$ cat config.mk
export PLATFORM = sky130hd
export DESIGN_NAME = delayslot_ctrl
export DESIGN_NICKNAME = d
export VERILOG_FILES = /design/src/rtl/cpu_pkg.sv /design/src/rtl/ds_capture_reg.sv /design/src/rtl/delayslot_ctrl.sv
export SDC_FILE = /design/constraint.sdc
export NUM_CORES = 1
export LEC_CHECK = 0
export ABC_CLOCK_PERIOD_IN_PS = 2300
export CORE_AREA = 2 2 99 101
export DETAILED_ROUTE_END_ITERATION = 8
export DIE_AREA = 0 0 101 103
export MAX_ROUTING_LAYER = met4
export PLACE_DENSITY = 0.82
export SETUP_SLACK_MARGIN = 0.4
export SLEW_MARGIN = 15
export SYNTH_ARGS = -nofsm -noshare
export SYNTH_HDL_FRONTEND = slang
export SYNTH_HIERARCHICAL = 1
export SYNTH_SLANG_ARGS = --single-unit
$ cat constraint.sdc
create_clock -name clk -period 2.3 [get_ports clk]
set_clock_uncertainty 0.1 [all_clocks]
set_input_delay 0.46 -clock clk [delete_from_list [all_inputs] [get_ports clk]]
set_output_delay 0.46 -clock clk [all_outputs]
set_load 0.02 [all_outputs]
$ cat src/rtl/cpu_pkg.sv
// Shared CPU front-end types: delay-slot FSM state encoding and address width.
// Optional branch-likely support is enabled by defining DELAYSLOT_LIKELY_EN.
package cpu_pkg;

   localparam int unsigned ADDR_W = 32;

   typedef enum logic [1:0] {
      IDLE,
      WAIT_DS,
      REDIRECT
   } ds_state_t;

endpackage

$ cat src/rtl/ds_capture_reg.sv
// Holds the resolved branch (pc, target, direction, likely) until its delay slot moves to ID.
// The likely flop exists only when DELAYSLOT_LIKELY_EN is defined.
module ds_capture_reg
   import cpu_pkg::*;
(
   input  logic              clk,
   input  logic              resetn,
   input  logic              load,
   input  logic              clear,
   input  logic [ADDR_W-1:0] br_pc,
   input  logic [ADDR_W-1:0] br_target,
   input  logic              br_taken,
`ifdef DELAYSLOT_LIKELY_EN
   input  logic              br_likely,
   output logic              cap_likely,
`endif
   output logic [ADDR_W-1:0] cap_pc,
   output logic [ADDR_W-1:0] cap_target,
   output logic              cap_taken
);

   always_ff @(posedge clk) begin
      if (!resetn || clear) begin
         cap_pc     <= '0;
         cap_target <= '0;
         cap_taken  <= 1'b0;
`ifdef DELAYSLOT_LIKELY_EN
         cap_likely <= 1'b0;
`endif
      end else if (load) begin
         cap_pc     <= br_pc;
         cap_target <= br_target;
         cap_taken  <= br_taken;
`ifdef DELAYSLOT_LIKELY_EN
         cap_likely <= br_likely;
`endif
      end
   end

endmodule

$ cat src/rtl/delayslot_ctrl.sv
// Branch delay-slot tracker: tags the slot instruction in ID and issues the fetch redirect after it.
// Branch-likely annulment is compiled in with DELAYSLOT_LIKELY_EN.
module delayslot_ctrl
   import cpu_pkg::*;
(
   input  logic              clk,
   input  logic              resetn,
   input  logic              br_valid,
   input  logic              br_taken,
   input  logic              br_likely,
   input  logic [ADDR_W-1:0] br_pc,
   input  logic [ADDR_W-1:0] br_target,
   input  logic              if_valid,
   input  logic              id_ready,
   input  logic              flush,
   output logic              ds_flag,
   output logic [ADDR_W-1:0] ds_branch_pc,
   output logic              nullify,
   output logic              redirect_valid,
   output logic [ADDR_W-1:0] redirect_pc,
   output logic              busy
);

   ds_state_t         state;
   logic              xfer;
   logic              accept_br;
   logic              ds_xfer;
   logic              sel_taken;
   logic [ADDR_W-1:0] sel_pc;
   logic [ADDR_W-1:0] cap_pc;
   logic [ADDR_W-1:0] cap_target;
   logic              cap_taken;
`ifdef DELAYSLOT_LIKELY_EN
   logic              cap_likely;
   logic              sel_likely;
`else
   logic              unused_likely;
   assign unused_likely = br_likely;
`endif

   assign xfer      = if_valid & id_ready;
   assign accept_br = (state == IDLE) & br_valid;
   assign ds_xfer   = xfer & (accept_br | (state == WAIT_DS));

   // A slot moving in the same cycle as its branch uses the live inputs, not the capture.
   assign sel_taken = (state == IDLE) ? br_taken : cap_taken;
   assign sel_pc    = (state == IDLE) ? br_pc    : cap_pc;
`ifdef DELAYSLOT_LIKELY_EN
   assign sel_likely = (state == IDLE) ? br_likely : cap_likely;
`endif

   assign busy           = (state != IDLE);
   assign redirect_valid = (state == REDIRECT) & ~flush;
   assign redirect_pc    = cap_target;

   ds_capture_reg u_capture (
      .clk        (clk),
      .resetn     (resetn),
      .load       (accept_br & ~flush),
      .clear      (flush),
      .br_pc      (br_pc),
      .br_target  (br_target),
      .br_taken   (br_taken),
`ifdef DELAYSLOT_LIKELY_EN
      .br_likely  (br_likely),
      .cap_likely (cap_likely),
`endif
      .cap_pc     (cap_pc),
      .cap_target (cap_target),
      .cap_taken  (cap_taken)
   );

   always_ff @(posedge clk) begin
      if (!resetn) begin
         state        <= IDLE;
         ds_flag      <= 1'b0;
         ds_branch_pc <= '0;
`ifdef DELAYSLOT_LIKELY_EN
         nullify      <= 1'b0;
`endif
      end else if (flush) begin
         state   <= IDLE;
         ds_flag <= 1'b0;
`ifdef DELAYSLOT_LIKELY_EN
         nullify <= 1'b0;
`endif
      end else begin
         unique case (state)
            IDLE:     if (br_valid) state <= !xfer ? WAIT_DS : (br_taken ? REDIRECT : IDLE);
            WAIT_DS:  if (xfer) state <= cap_taken ? REDIRECT : IDLE;
            REDIRECT: state <= IDLE;
            default:  state <= IDLE;
         endcase
         if (xfer) begin
            ds_flag <= ds_xfer;
`ifdef DELAYSLOT_LIKELY_EN
            nullify <= ds_xfer & sel_likely & ~sel_taken;
`endif
            if (ds_xfer) ds_branch_pc <= sel_pc;
         end
      end
   end

`ifndef DELAYSLOT_LIKELY_EN
   assign nullify = 1'b0;
`endif

endmodule

==> summary.log, run 1 <==
INFO  power          p_sw=0.881mW
INFO  clock_network  h_tree_depth_reported_by_cts=3
INFO  global_routing grt_overflow_total=0
INFO  routing        drt-pass1-iter-count=4
INFO  routing        initialDrtViolationCount=60
INFO  sta            slew_violations=0
INFO  cells_and_area layout.nets=615
INFO  routing        wl_per_cell=16.0um
INFO  setup_path     cp_slowest_cell=sky130_fd_sc_hd__clkdlybuf4s50_1
INFO  cells_and_area antenna_cells=0
INFO  power          internal_power=2.45mW
INFO  clock_network  cts_made_buffers=9
INFO  yosys          async_reset_ff_share=0%
INFO  setup_path     endpoint_arrival_time_on_the_critical_path=1.32ns
INFO  yosys          synth_cells=413
INFO  sta            grt_setup_unrepaired=false
INFO  sta            whs=0.373ns
INFO  clock_network  post_cts_buffers=0
INFO  yosys          synth_ff_type=sky130_fd_sc_hd__dfxtp_1
INFO  cells_and_area layout.cells.most_common_list=sky130_fd_sc_hd__dfxtp_1, sky130_fd_sc_hd__clkdlybuf4s50_1, sky130_fd_sc_hd__nand2_1
INFO  routing        drc=0
INFO  sta            tns=0ns
INFO  yosys          synth-seq-cells=100
INFO  setup_path     critPathLaunchType=flip-flop
INFO  sta            hold_viol_final=0
INFO  die            start_util=44.0%
INFO  yosys          yosysWarnings=6
INFO  cells_and_area drive_above_1_share=12.8%
INFO  clock_network  cts-root-to-sink-buffers=2
INFO  yosys          synth_edf_count=0
INFO  die            design.core.area=0.00946mm^2
INFO  yosys          synth.yosys.seq_area_share=48.1%
INFO  setup_path     required_arrival_time_at_the_worst_endpoint=1.74ns
INFO  power          pwr-share-clk=29.1%
INFO  flow_run       max_cap_violations=0
INFO  global_routing grt_use_total=21.1%
INFO  cells_and_area areaGrowthSynthToFinish=40.9%
INFO  die            die_h=103um
INFO  setup_path     highest_net_fanout_along_the_worst_path=2
INFO  yosys          syn-mean-instance-area=10.1um^2
INFO  clock_network  clk_pin_slew=0.09ns
INFO  routing        ant_nets=0
INFO  setup_path     worstSetupPathType=flip-flop to output pin
INFO  routing        drt-total-wl=10600um
INFO  global_routing grt_antenna_before_repair=0
INFO  die            die_width=101um
INFO  power          p_comb_share=16.7%
INFO  setup_path     setup.worst_path.end_class=output pin
INFO  setup_path     critPathTopFamily=buffers and inverters
INFO  die            fp.dieArea=0.0104mm^2
INFO  cells_and_area fill_cells=807
INFO  power          swShare=26.5%
INFO  sta            period_needed=1.88ns
INFO  yosys          mappedNetlistArea=0.00416mm^2
INFO  cells_and_area layout_commonest_cell=sky130_fd_sc_hd__dfxtp_1
INFO  sta            setup_viol_count_final=0
INFO  global_routing largest_net_degree_at_the_start_of_global_routing=45
INFO  sta            worst_slew_margin=41.9%
INFO  power          design_power=3.33mW
INFO  sta            tightest_slew=0.872ns
INFO  setup_path     critical_path_buf_inv_count=1
INFO  clock_network  clk_latency=0.36ns
INFO  placed_design  place_hpwl=7330um
INFO  min_path       min-delay-path-class=flip-flop to flip-flop
INFO  placed_design  io_buffers=137
INFO  clock_network  cts_root_buffer=sky130_fd_sc_hd__clkbuf_8
INFO  clock_network  clock_sinks=100
INFO  global_routing grt_first_pass_wirelength=16700um
INFO  die            num_rows=36
INFO  routing        detail_route.vias_per_cell=5.24
INFO  power          vdd.ir_drop.worst=0.314mV
INFO  clock_network  tritoncts=yes
INFO  clock_network  ctsHoldBuffers=0
INFO  power          power.density_cell_area=568mW/mm^2
INFO  sta            finalCritPeriodShare=81.8%
INFO  yosys          postSynthNetCount=485
INFO  power          p_leak=2.83nW
INFO  sta            fmax=532MHz
INFO  global_routing first_global_vias=3543
INFO  die            pin_count=140
INFO  setup_path     crit_chain=clkdlybuf4s50_1
INFO  status         run_status=finished clean
INFO  yosys          yosysUniqueCellTypes=25
INFO  placed_design  gp_congestion=0.778
INFO  setup_path     timing.critical_path.slowest_cell_delay=0.62ns
INFO  routing        vias=3465
INFO  power          p_seq_share=54.2%
## logic make-up after synthesis
kind of cell,after synthesis,synth area share [%]
AND/OR/NAND/NOR,142,13.7
flip-flops,100,48.1
AO/OA/AOI/OAI,67,15.7
multiplexers,65,15.6
buffers and inverters,38,6.88
other,1,0.0901
## cell usage after synthesis (2+ instances only)
library cell / instances / area share [%]
sky130_fd_sc_hd__clkbuf_1: 12 / 1.1
sky130_fd_sc_hd__buf_2: 11 / 1.3
sky130_fd_sc_hd__a311oi_2: 30 / 11
sky130_fd_sc_hd__nor2_1: 65 / 5.9
sky130_fd_sc_hd__buf_4: 3 / 0.54
sky130_fd_sc_hd__nand2_1: 67 / 6.0
sky130_fd_sc_hd__a311oi_1: 2 / 0.42
sky130_fd_sc_hd__a21oi_1: 33 / 4.0
sky130_fd_sc_hd__buf_12: 5 / 2.4
sky130_fd_sc_hd__dfxtp_1: 100 / 48
sky130_fd_sc_hd__nor3b_1: 2 / 0.36
sky130_fd_sc_hd__mux2i_1: 65 / 16
sky130_fd_sc_hd__nand2b_1: 2 / 0.30
sky130_fd_sc_hd__buf_6: 5 / 1.4
## state kept, by name, indices dropped and copies added, names as in the netlist
signal,flops
ds_branch_pc,32
ds_flag,1
state,2
u_capture/cap_pc,32
u_capture/cap_taken,1
u_capture/cap_target,32
## area by class of cell
| cell class | instances | area [um^2] | area share, % |
|---|---|---|---|
| Timing Repair Buffer | 155 | 1670 | 28.5 |
| Inverter | 2 | 7.51 | 0.128 |
| Clock inverter | 4 | 27.5 | 0.469 |
| Tap cell | 114 | 143 | 2.43 |
| Sequential cell | 100 | 2000 | 34.1 |
| Multi-Input combinational cell | 275 | 1880 | 32.1 |
| Clock buffer | 11 | 131 | 2.24 |
## final timing paths
kind / startpoint / end / slack [ns] / cells past startpoint
setup / recovery: u_capture/cap_target[8] / redirect_pc[8] / 0.42 / 1
hold / removal: ds_flag / ds_flag / 0.37 / 2
setup reg to reg: state[1] / u_capture/cap_pc[4] / 0.60 / 7
hold reg to reg: ds_flag / ds_flag / 0.37 / 2
## stage by stage
step / instances / util (%) / worst slack [ns] / instance area (um^2)
2_1_floorplan: 413 / - / 0.411 / 4160
3_3_place_gp: 646 / 59.5 / 0.0463 / 5630
3_5_place_dp: 646 / 59.5 / -0.00295 / 5630
4_1_cts: 661 / 61.0 / 0.285 / 5770
5_1_grt: 661 / 62.0 / 0.376 / 5870
6_report: 661 / 62.0 / 0.419 / 5870
## power groups by stage
stage | logic [mW] | registers, mW | clock network (mW)
after global routing | 0.597 | 1.81 | 1.07
after floorplan | 0.271 | 1.88 | 0
final | 0.557 | 1.80 | 0.968
after CTS | 0.562 | 1.81 | 0.999
after global placement | 0.553 | 1.84 | 0
after detailed placement | 0.568 | 1.85 | 0
## timing repair
action                     CTS  global route
gates resized for setup     18            48
setup endpoints to repair   18            56
cloned                       0             0
## layer usage
layer / GRT usage (%) / part of all wire [%] / wire length, um / vias up
li1: - / - / - / 1678
met5: - / 0 / 0 / -
met1: 22.3 / 41 / 4380 / 1672
met4: 9.15 / 2.3 / 242 / 0
met2: 38.9 / 52 / 5540 / 93
met3: 3.59 / 4.0 / 419 / 22
Note: power is estimated with default switching activity, not from simulation.
==> inputs of run 2 (changes only) <==
ABC_CLOCK_PERIOD_IN_PS = 1850   (was 2300)
clock period = 1.85 ns   (was 2.3 ns; I/O delays follow)
==> run 2 against run 1 <==
Compared with the run above:
- register-to-register slack worse by 0.46 ns
- setup slack lost 0.28 ns
- sequential share of layout area is 0.72 points lower
- power up 30%
- hold slack improved by 0.0059 ns
- via count rose by 4.3%
- clock power up 32%
- routed wire length rose by 7.8%
- non-clock buffer count increased by 27
- first-iteration DRC count rose by 83%
- sequential cell count unchanged
- critical path type is now flip-flop to flip-flop
==> summary.log, run 2 (synthesis results as in run 1) <==
INFO  routing        vias=3615
INFO  global_routing first_global_vias=3495
INFO  cells_and_area fill_cells=789
INFO  cells_and_area drive_above_1_share=31.1%
INFO  setup_path     critPathLaunchType=flip-flop
INFO  global_routing grt_first_pass_wirelength=16700um
INFO  die            num_rows=36
INFO  cells_and_area layout.cells.most_common_list=sky130_fd_sc_hd__dfxtp_1, sky130_fd_sc_hd__nand2_1, sky130_fd_sc_hd__clkdlybuf4s50_1
INFO  cells_and_area largestRegisters=ds_branch_pc: 32 flops, u_capture/cap_pc: 32 flops, u_capture/cap_target: 32 flops
INFO  global_routing grt_use_total=21.2%
INFO  sta            tns=0ns
INFO  setup_path     highest_net_fanout_along_the_worst_path=8
INFO  die            start_util=44.0%
INFO  status         run_status=finished clean
INFO  placed_design  place_hpwl=7060um
INFO  sta            grt_setup_unrepaired=true
INFO  setup_path     critical_path_buf_inv_count=3
INFO  clock_network  ctsHoldBuffers=0
INFO  placed_design  gp_congestion=0.823
INFO  routing        wl_per_cell=16.5um
INFO  power          vdd.ir_drop.worst=0.429mV
INFO  die            die_width=101um
INFO  min_path       min-delay-path-class=flip-flop to flip-flop
INFO  clock_network  clk_latency=0.35ns
INFO  power          p_leak=2.41nW
INFO  clock_network  cts-root-to-sink-buffers=2
INFO  die            die_h=103um
INFO  sta            finalCritPeriodShare=92.3%
INFO  setup_path     regToRegStartpoint=state[0]
INFO  power          power.density_cell_area=719mW/mm^2
INFO  cells_and_area layout_commonest_cell=sky130_fd_sc_hd__dfxtp_1
INFO  routing        drt-total-wl=11400um
INFO  routing        drt-pass1-iter-count=4
INFO  cells_and_area layout.area.seq=0.00201mm^2
INFO  clock_network  cts_made_buffers=9
INFO  min_path       hp-start=state[1]
INFO  setup_path     cp_slowest_cell=sky130_fd_sc_hd__dfxtp_4
INFO  cells_and_area areaGrowthSynthToFinish=44.4%
INFO  sta            fmax=585MHz
INFO  die            design.core.area=0.00946mm^2
INFO  setup_path     endpoint_arrival_time_on_the_critical_path=1.85ns
INFO  clock_network  clock_sinks=100
INFO  cells_and_area antenna_cells=0
INFO  setup_path     critPathTopFamily=simple AND/OR/NAND/NOR gates
INFO  global_routing grt_antenna_before_repair=0
INFO  setup_path     timing.critical_path.from=state[0]
INFO  global_routing largest_net_degree_at_the_start_of_global_routing=41
INFO  sta            hold_viol_final=0
INFO  setup_path     crit_chain=nor2_4 > inv_4 > nor3b_4 > buf_12 > buf_12 > mux2i_2 > nor2_1
INFO  clock_network  tritoncts=yes
INFO  setup_path     timing.critical_path.mode_cell=sky130_fd_sc_hd__buf_12
INFO  placed_design  io_buffers=137
INFO  routing        ant_nets=0
INFO  cells_and_area multi_input_comb_area=0.00196mm^2
INFO  setup_path     required_arrival_time_at_the_worst_endpoint=1.99ns
INFO  clock_network  h_tree_depth_reported_by_cts=3
INFO  routing        drc=0
INFO  setup_path     setup.worst_path.end_class=flip-flop
INFO  die            fp.dieArea=0.0104mm^2
INFO  routing        initialDrtViolationCount=110
INFO  clock_network  cts_root_buffer=sky130_fd_sc_hd__clkbuf_8
INFO  clock_network  clk_pin_slew=0.09ns
INFO  cells_and_area layout.nets=644
INFO  routing        detail_route.vias_per_cell=5.24
INFO  sta            period_needed=1.71ns
INFO  die            pin_count=140
INFO  power          design_power=4.32mW
INFO  sta            slew_violations=0
INFO  flow_run       max_cap_violations=0
INFO  global_routing grt_overflow_total=0
INFO  sta            setup_viol_count_final=0
INFO  setup_path     timing.critical_path.slowest_cell_delay=0.38ns
INFO  setup_path     worstSetupPathType=flip-flop to flip-flop
[run 2: changes by cell type in the layout (fill, tap and decap cells not counted), moves of 8 or more]
cell / change
sky130_fd_sc_hd__dlygate4sd2_1: -13
sky130_fd_sc_hd__buf_2: +65
sky130_fd_sc_hd__buf_6: +11
sky130_fd_sc_hd__clkdlybuf4s50_1: -12
sky130_fd_sc_hd__dlymetal6s2s_1: -41
sky130_fd_sc_hd__mux2i_2: +8
sky130_fd_sc_hd__mux2i_1: -8
[run 2: path summary, 6_finish.rpt]
check                           slack, ns  cells past startpoint                  endpoint
worst max-delay path                 0.14                      7  u_capture/cap_target[22]
worst min-delay path                 0.38                      1                  state[1]
worst max register to register       0.14                      7  u_capture/cap_target[22]
worst min register to register       0.38                      1                  state[1]
[run 2: stage by stage]
stage	hold WS, ns	area (um^2)	worst slack (ns)	cells	utilization (%)
4_1_cts	0.374	5990	0.216	682	63.3
3_5_place_dp	0.357	5670	-0.355	651	59.9
6_report	0.379	6010	0.142	690	63.6
3_3_place_gp	0.353	5670	-0.276	651	59.9
2_1_floorplan	0.355	4200	0.153	413	-
5_1_grt	0.384	6010	0.0805	690	63.6
[run 2: repair_timing]
action / in CTS / in global routing
gates cloned: 8 / 3
buffers inserted: 8 / 5
endpoints found under the setup margin: 163 / 129
gates resized for setup: 272 / 60
hold endpoints to repair: 0 / 0
pin swaps: 7 / 18
[run 2: layer usage]
layer	up-vias	global-route usage, %	part of all wire [%]
met5	-	-	0
met4	0	4.99	0.93
met3	11	4.88	5.5
met2	122	38.6	51
met1	1730	23.6	43
li1	1752	-	-
[run 2: final cells by class]
| type | count | share of cell area [%] |
|---|---|---|
| inverter | 2 | 0.166 |
| clock buffer | 11 | 2.35 |
| timing repair buffer | 182 | 28.6 |
| tap | 114 | 2.37 |
| multi-input combinational | 277 | 32.6 |
| clock inverter | 4 | 0.562 |
| sequential | 100 | 33.4 |
[run 2: power by group]
part	switching (mW)	total (mW)	leakage, nW	internal (mW)
Sequential	0.0328	2.24	0.813	2.21
Clock	0.751	1.28	0.0864	0.533
Combinational	0.378	0.798	1.51	0.421
